## src/rtl/pipelined_carry_select_addsub.sv

```systemverilog
// Pipelined carry-select adder/subtractor with valid/ready handshaking.
// The word is cut into BLOCK_SIZE-bit carry-select blocks; BLOCKS_PER_STAGE
// blocks are resolved per register stage, so one result issues per cycle.
// The last stage's registers are the outputs: sum, cout and ovf.
module pipelined_carry_select_addsub #(
    parameter int DATA_WIDTH       = 64,
    parameter int BLOCK_SIZE       = 8,
    parameter int BLOCKS_PER_STAGE = 2
) (
    input  logic                  clk,
    input  logic                  rst_n,
    input  logic                  flush,
    input  logic                  in_valid,
    output logic                  in_ready,
    input  logic [DATA_WIDTH-1:0] a,
    input  logic [DATA_WIDTH-1:0] b,
    input  logic                  cin,
    input  logic                  sub,
    output logic                  out_valid,
    input  logic                  out_ready,
    output logic [DATA_WIDTH-1:0] sum,
    output logic                  cout,
    output logic                  ovf
);

    localparam int NUM_BLOCKS = (DATA_WIDTH + BLOCK_SIZE - 1) / BLOCK_SIZE;
    localparam int NUM_STAGES = (NUM_BLOCKS + BLOCKS_PER_STAGE - 1) / BLOCKS_PER_STAGE;
    localparam int IDX_W      = $clog2(DATA_WIDTH);

    // Partial result carried between stages: resolved sum bits, carry out of
    // the highest resolved bit, and carry into the MSB once it is resolved.
    typedef struct packed {
        logic [DATA_WIDTH-1:0] s;
        logic                  c;
        logic                  cm;
    } res_t;

    // Resolve the blocks owned by stage `stg`. Block 0 of the word ripples on
    // the real carry; every other block forms both carry-in hypotheses and
    // selects on the carry arriving from the block below.
    function automatic res_t resolve_stage(
        input int                    stg,
        input logic [DATA_WIDTH-1:0] op_a,
        input logic [DATA_WIDTH-1:0] op_b,
        input res_t                  prev
    );
        res_t             r;
        logic             c_in;
        logic             r0;
        logic             r1;
        logic             m0;
        logic             m1;
        logic             sel;
        logic             s0;
        logic             s1;
        logic             x;
        int               lo;
        logic [IDX_W-1:0] p;
        r    = prev;
        c_in = prev.c;
        for (int j = 0; j < NUM_BLOCKS; j++) begin
            if (j >= stg * BLOCKS_PER_STAGE && j < (stg + 1) * BLOCKS_PER_STAGE) begin
                lo  = j * BLOCK_SIZE;
                sel = (j == 0) ? 1'b0 : c_in;
                r0  = (j == 0) ? c_in : 1'b0;
                r1  = 1'b1;
                m0  = r.cm;
                m1  = r.cm;
                for (int i = 0; i < BLOCK_SIZE; i++) begin
                    if (lo + i < DATA_WIDTH) begin
                        p = IDX_W'(lo + i);
                        if (lo + i == DATA_WIDTH - 1) begin
                            m0 = r0;
                            m1 = r1;
                        end
                        x  = op_a[p] ^ op_b[p];
                        s0 = x ^ r0;
                        s1 = x ^ r1;
                        r0 = (op_a[p] & op_b[p]) | (r0 & x);
                        r1 = (op_a[p] & op_b[p]) | (r1 & x);
                        r.s[p] = sel ? s1 : s0;
                    end
                end
                r.cm = sel ? m1 : m0;
                c_in = sel ? r1 : r0;
            end
        end
        r.c = c_in;
        return r;
    endfunction

    logic [NUM_STAGES-1:0]                 vld_q;
    logic [NUM_STAGES-1:0]                 vld_d;
    logic [NUM_STAGES-1:0]                 src_vld;
    logic [NUM_STAGES-1:0]                 load;
    logic [NUM_STAGES-1:0]                 rdy;
    logic [NUM_STAGES-1:0][DATA_WIDTH-1:0] st_a;
    logic [NUM_STAGES-1:0][DATA_WIDTH-1:0] st_b;
    res_t [NUM_STAGES-1:0]                 st_r;
    logic [DATA_WIDTH-1:0]                 sum_q;
    logic                                  cout_q;
    logic                                  ovf_q;

    // Subtraction is a + ~b + 1, so cin only matters in add mode.
    assign st_a[0] = a;
    assign st_b[0] = sub ? ~b : b;
    assign st_r[0] = {{DATA_WIDTH{1'b0}}, sub | cin, 1'b0};

    // A stage can take new data unless it and every stage above it are full
    // while the output is stalled; this collapses bubbles.
    for (genvar k = 0; k < NUM_STAGES; k++) begin : g_rdy
        assign rdy[k] = out_ready || !(&vld_q[NUM_STAGES-1:k]);
    end

    assign in_ready  = rdy[0] && !flush;
    assign out_valid = vld_q[NUM_STAGES-1];
    assign sum       = sum_q;
    assign cout      = cout_q;
    assign ovf       = ovf_q;

    // Valid shift and load enables; each stage pulls from the one below.
    always_comb begin
        src_vld = NUM_STAGES'({vld_q, in_valid && in_ready});
        load    = rdy & src_vld & {NUM_STAGES{!flush}};
        vld_d   = flush ? '0 : ((rdy & src_vld) | (~rdy & vld_q));
    end

    // Stage valid bits; reset and flush discard all in-flight beats.
    always_ff @(posedge clk or negedge rst_n) begin
        if (!rst_n) begin
            vld_q <= '0;
        end else begin
            vld_q <= vld_d;
        end
    end

    for (genvar k = 0; k < NUM_STAGES; k++) begin : g_stage
        res_t res_d;

        // Combinational carry-select resolution for this stage's blocks.
        always_comb begin
            res_d = resolve_stage(k, st_a[k], st_b[k], st_r[k]);
        end

        if (k < NUM_STAGES - 1) begin : g_mid
            logic [DATA_WIDTH-1:0] a_q;
            logic [DATA_WIDTH-1:0] b_q;
            res_t                  res_q;

            // Intermediate datapath capture; only valid beats are loaded.
            always_ff @(posedge clk) begin
                if (load[k]) begin
                    a_q   <= st_a[k];
                    b_q   <= st_b[k];
                    res_q <= res_d;
                end
            end

            assign st_a[k+1] = a_q;
            assign st_b[k+1] = b_q;
            assign st_r[k+1] = res_q;
        end else begin : g_last
            // Output registers; held while stalled, cleared by reset.
            always_ff @(posedge clk or negedge rst_n) begin
                if (!rst_n) begin
                    sum_q  <= '0;
                    cout_q <= 1'b0;
                    ovf_q  <= 1'b0;
                end else if (load[k]) begin
                    sum_q  <= res_d.s;
                    cout_q <= res_d.c;
                    ovf_q  <= res_d.c ^ res_d.cm;
                end
            end
        end
    end

endmodule

```

## config.mk

```make
export PLATFORM = sky130hd
export DESIGN_NAME = pipelined_carry_select_addsub
export DESIGN_NICKNAME = d
export VERILOG_FILES = /design/src/rtl/pipelined_carry_select_addsub.sv
export SDC_FILE = /design/constraint.sdc
export NUM_CORES = 1
export LEC_CHECK = 0
export BUFFER_PORTS_ARGS = -buffer_cell sky130_fd_sc_hd__buf_4
export CAP_MARGIN = 20
export CELL_PAD_IN_SITES_DETAIL_PLACEMENT = 1
export CELL_PAD_IN_SITES_GLOBAL_PLACEMENT = 1
export CORE_UTILIZATION = 40
export CTS_CLUSTER_SIZE = 8
export DETAILED_ROUTE_END_ITERATION = 8
export PLACE_DENSITY = 0.69
export SYNTH_ARGS = -nofsm -noshare
export SYNTH_HDL_FRONTEND = slang
export SYNTH_SLANG_ARGS = --single-unit
```

## constraint.sdc

```tcl
create_clock -name clk -period 19.71 [get_ports clk]
set_input_delay 0.9855 -clock clk [delete_from_list [all_inputs] [get_ports clk]]
set_output_delay 0.9855 -clock clk [all_outputs]
set_load 0.05 [all_outputs]
```

[After elaboration in Yosys (flattened, before gate mapping)]
Cells that the tools add are included.
Word-level totals
  flip-flop bits (word level): 553
  output and inout bits: 68
Operators by class
  multiplexer cells: 66
  bitwise gates (word level): 468
  reductions and logical operators: 14
Operators by type and width (count)
  1-bit XOR: 171
  1-bit AND: 170
  1-bit bitwise OR: 114
  1-bit 2-to-1 mux: 64
  64-bit 2-to-1 mux: 1
  64-bit NOT: 1
  4-bit AND: 3
  1-bit NOT: 7
  1-bit logical NOT: 5
  1-bit logical OR: 4
  4-bit 2-to-1 mux: 1
  4-bit NOT: 1
  4-bit bitwise OR: 1
  4-bit AND reduction: 1
  3-bit AND reduction: 1
  1-bit logical AND: 2
  2-bit AND reduction: 1

[Depth between registers and ports, before layout]
  word-level depth: 20
  mapped depth: 26

[Worst setup path after synthesis]
OpenSTA, ideal clock, no wires.
  path type: input port to flip-flop
  start: input out_ready
  end: register g_stage[1].g_mid.a_q[32] (enable)
  setup time: 0.691 ns
  data arrival time: 8.246 ns
  required time: 19.019 ns
  path slack: 10.773 ns
  stages on the path: 2
  path buffers: 0
  cell sequence: and4b_1 nor3b_1
Between the ends
  cells in the longest elaborated chain, start to end: 3
RTL lines
  from (decl): line 20  | input logic out_ready,
  1-bit logical OR: line 112  | assign rdy[k] = out_ready || !(&vld_q[NUM_STAGES-1:k]);
  4-bit AND (2 in a row): line 124  | load = rdy & src_vld & {NUM_STAGES{!flush}};
  net load[1]: line 95  | logic [NUM_STAGES-1:0] load;
  to (signal assigned): line 153  | a_q <= st_a[k];
  to (decl): line 146  | logic [DATA_WIDTH-1:0] a_q;
The timed path passes the listed nets, and every way through them passes these cells.
A chain may end at the register's enable or synchronous reset.

==> out/qor.yml <==
power:
  power_frac_seq_pct: 46.4
  finalPower_mw: 1.96
  intPower_mw: 1.47
  p_switching_mw: 0.490
  switching_share_pct: 24.9
  power_frac_comb_pct: 13.0
  irDropWorstVdd_mv: 0.0733
  p_leak_nw: 6.86
  power_density_nw_per_um2: 113
  clockPowerShare_pct: 40.6
synthesis:
  ys_async_sr_fraction_pct: 19.4
  ys_types: 20
  ys_seq_area_share_pct: 76.4
  synth_area_per_cell_um2: 19.9
  synth_top_cell_by_area: "edfxtp_1"
  synth_top_area_share_pct: 63.6
  ys.flop_type: "edfxtp_1"
  syn-instance-count: 689
  synth_nets: 895
  synth.cell_area_um2: 13700
  synth_commonest_cells: "edfxtp_1 (291), inv_1 (78), dfrtp_1 (70), xor2_1 (58), fa_1 (57)"
  synth_warnings: 0
  synth-edff-count: 291
  synth-seq-cells: 361
  yosysMostFrequentCell: "edfxtp_1"
  synth_area_leaders: "edfxtp_1 (64%), dfrtp_1 (13%), fa_1 (8.3%), xor2_1 (3.7%), mux2_1 (2.8%)"
sta:
  finalHoldViolCount: 0
  tightest_slew_ns: 0.978
  max_slew_margin_pct: 34.8
  layout_worst_path_cycle_share_pct: 41.6
  fmax_mhz: 122
  worst_slack_ns: 11.50
  min_period_ns: 8.21
  setup_viol: 0
  skew_ns: 0.0207
  final.setup.tns_ns: 0
  drv_slew: 0
  rsz0062_at_grt: "no"
setup_path:
  critPathTopFamily: "adder cells"
  critical_path.max_fanout: 38
  crit_chain: "buf_4, buf_4, xnor2_1, fa_1, fa_1, fa_1, fa_1, fa_1, fa_1, fa_1, inv_1, fa_1, mux2i_1, fa_1, fa_1, fa_1, fa_1, inv_1, fa_1, inv_1, fa_1, inv_1, fa_1"
  critPathRequiredTime_ns: 19.97
  cpMaxStageDelayCell: "buf_4"
  cpPeakStageDelay_ns: 0.61
  critPathLaunchType: "primary input"
  crit_top_cell: "fa_1"
  crit_buf_inv: 6
  timing_worst_setup_path_type: "in -> reg"
  worstPathArrival_ns: 8.47
  crit_path_end_kind: "flip-flop"
floorplanning:
  die_area_um2: 35100
  start_util_pct: 40.8
  fp.dieH_um: 187
  num_rows: 67
  die_w_um: 187
  core_area_um2: 33700
  io_pins: 203
detailed_routing:
  via_per_inst: 4.43
  drtAntennaViolNets: 0
  wl_per_cell_um: 16.6
  drcViolationCount: 0
  vias: 6316
  wl_um: 23700
  drt_iter0_drc: 208
  drt-pass1-iter-count: 4
final_layout:
  postLayoutCoreUtil_pct: 51.4
  syn_to_final_growth_pct: 26.0
  fill_cells: 3156
  diodes: 0
  drive_above_1_share_pct: 30.3
  finalNetCount: 1144
placed_design:
  io_buffers: 202
  dp_hpwl_um: 15700
  pre_cts_slack_ns: 10.86
  place.gp.congestion: 0.732
cts:
  post_cts_buffers: 0
  post_cts_resized: 0
  root_buffer: "clkbuf_16"
  cts_made_buffers: 51
  clk_latency_ns: 0.54
  clk_path_buf_depth: 3
  h-tree-depth: 2
  cts.hold.buffers_added: 0
  cts_tree: "yes"
  cts_sinks: 361
  clk_pin_slew_ns: 0.05
hold_path:
  hold_class: "in -> async"
grt:
  grt_pass1_wl_um: 38000
  grt_max_degree: 82
  grt_remaining_overflow: 0
  antenna_found_initial: 0
  grt.total_usage_pct: 14.0
  grt_pass1_vias: 7088
status:
  outcome: "completed"
job:
  maxCapViolCount: 0
state kept, by name (all words and copies together), names as in the netlist:
register             count
g_stage.g_mid.res_q     99
g_stage.g_mid.a_q       96
g_stage.g_mid.b_q       96
sum                     64
vld_q                    4
cout                     1
ovf                      1
final timing paths:
kind	startpoint	to	slack [ns]	cells after the start
worst min-delay path	rst_n	sum[61]$_DFFE_PN0P_	0.36	1
worst max-delay path	sub	g_stage[0].g_mid.res_q[17]$_DFFE_PP_	11.50	23
worst min register to register	g_stage[1].g_mid.res_q[16]$_DFFE_PP_	g_stage[2].g_mid.res_q[16]$_DFFE_PP_	0.41	0
max in group asynchronous	rst_n	sum[19]$_DFFE_PN0P_	18.78	2
worst max register to register	g_stage[1].g_mid.a_q[32]$_DFFE_PP_	g_stage[2].g_mid.res_q[49]$_DFFE_PP_	12.79	20
min in group clk	g_stage[1].g_mid.res_q[16]$_DFFE_PP_	g_stage[2].g_mid.res_q[16]$_DFFE_PP_	0.41	0
final cells by class:
cell class	count	area (µm²)	area share, %
Clock buffer	89	1420	8.19
Clock inverter	5	61.3	0.354
Inverter	78	293	1.69
Multi-Input combinational cell	235	2870	16.6
Sequential cell	361	10500	60.6
Tap cell	448	561	3.24
Timing Repair Buffer	211	1620	9.38
metrics by stage:
| stage | instance area, µm² | hold WS (ns) | cells |
|---|---|---|---|
| after detailed placement | 15800 | 0.406 | 1331 |
| final | 17300 | 0.357 | 1427 |
| after floorplan | 13700 | 0.400 | 689 |
| after CTS | 17300 | 0.414 | 1425 |
| after global placement | 15800 | 0.401 | 1331 |
| after global routing | 17300 | 0.349 | 1427 |
per-layer routing:
layer	wire length, µm	part of all wire [%]	global-route usage [%]
met5	0	0	0
met4	544	2.3	4.70
met3	1980	8.3	4.97
met2	11900	50	23.8
met1	9300	39	16.6
power groups by stage:
stage	logic (mW)	registers (mW)	clock network [mW]
3_5_place_dp	0.259	0.927	0
6_report	0.255	0.911	0.797
3_3_place_gp	0.253	0.924	0
4_1_cts	0.260	0.913	0.826
5_1_grt	0.275	0.917	0.854
2_1_floorplan	0.0626	1.02	0
layout by cell type, fill, tap and decap left out:
master,Yosys,routed
mux2_2,26,26
a21oi_1,4,4
and3b_1,1,1
bufinv_16,0,1
clkinv_2,0,1
edfxtp_1,291,291
fa_1,57,57
buf_4,0,209
buf_16,0,2
inv_6,0,3
xnor2_1,14,14
inv_1,78,78
nor3b_4,0,1
clkbuf_1,0,38
mux2i_1,11,11
ha_1,14,14
nor2b_1,1,1
mux2_1,34,34
and4b_1,1,1
and2_4,0,1
xor2_1,58,58
dfrtp_1,70,70
clkbuf_16,0,51
nor3b_2,1,2
nor2_1,10,10
cells by family after synthesis:
family	after synthesis	share of synthesized area (%)
flops	361	76.4
buf+inv	93	2.91
xor+xnor	72	4.59
mux	71	5.72
fa+ha+maj	71	9.58
simple gates	17	0.701
compound gates	4	0.146
No activity file was read; power rests on OpenSTA's default activity.
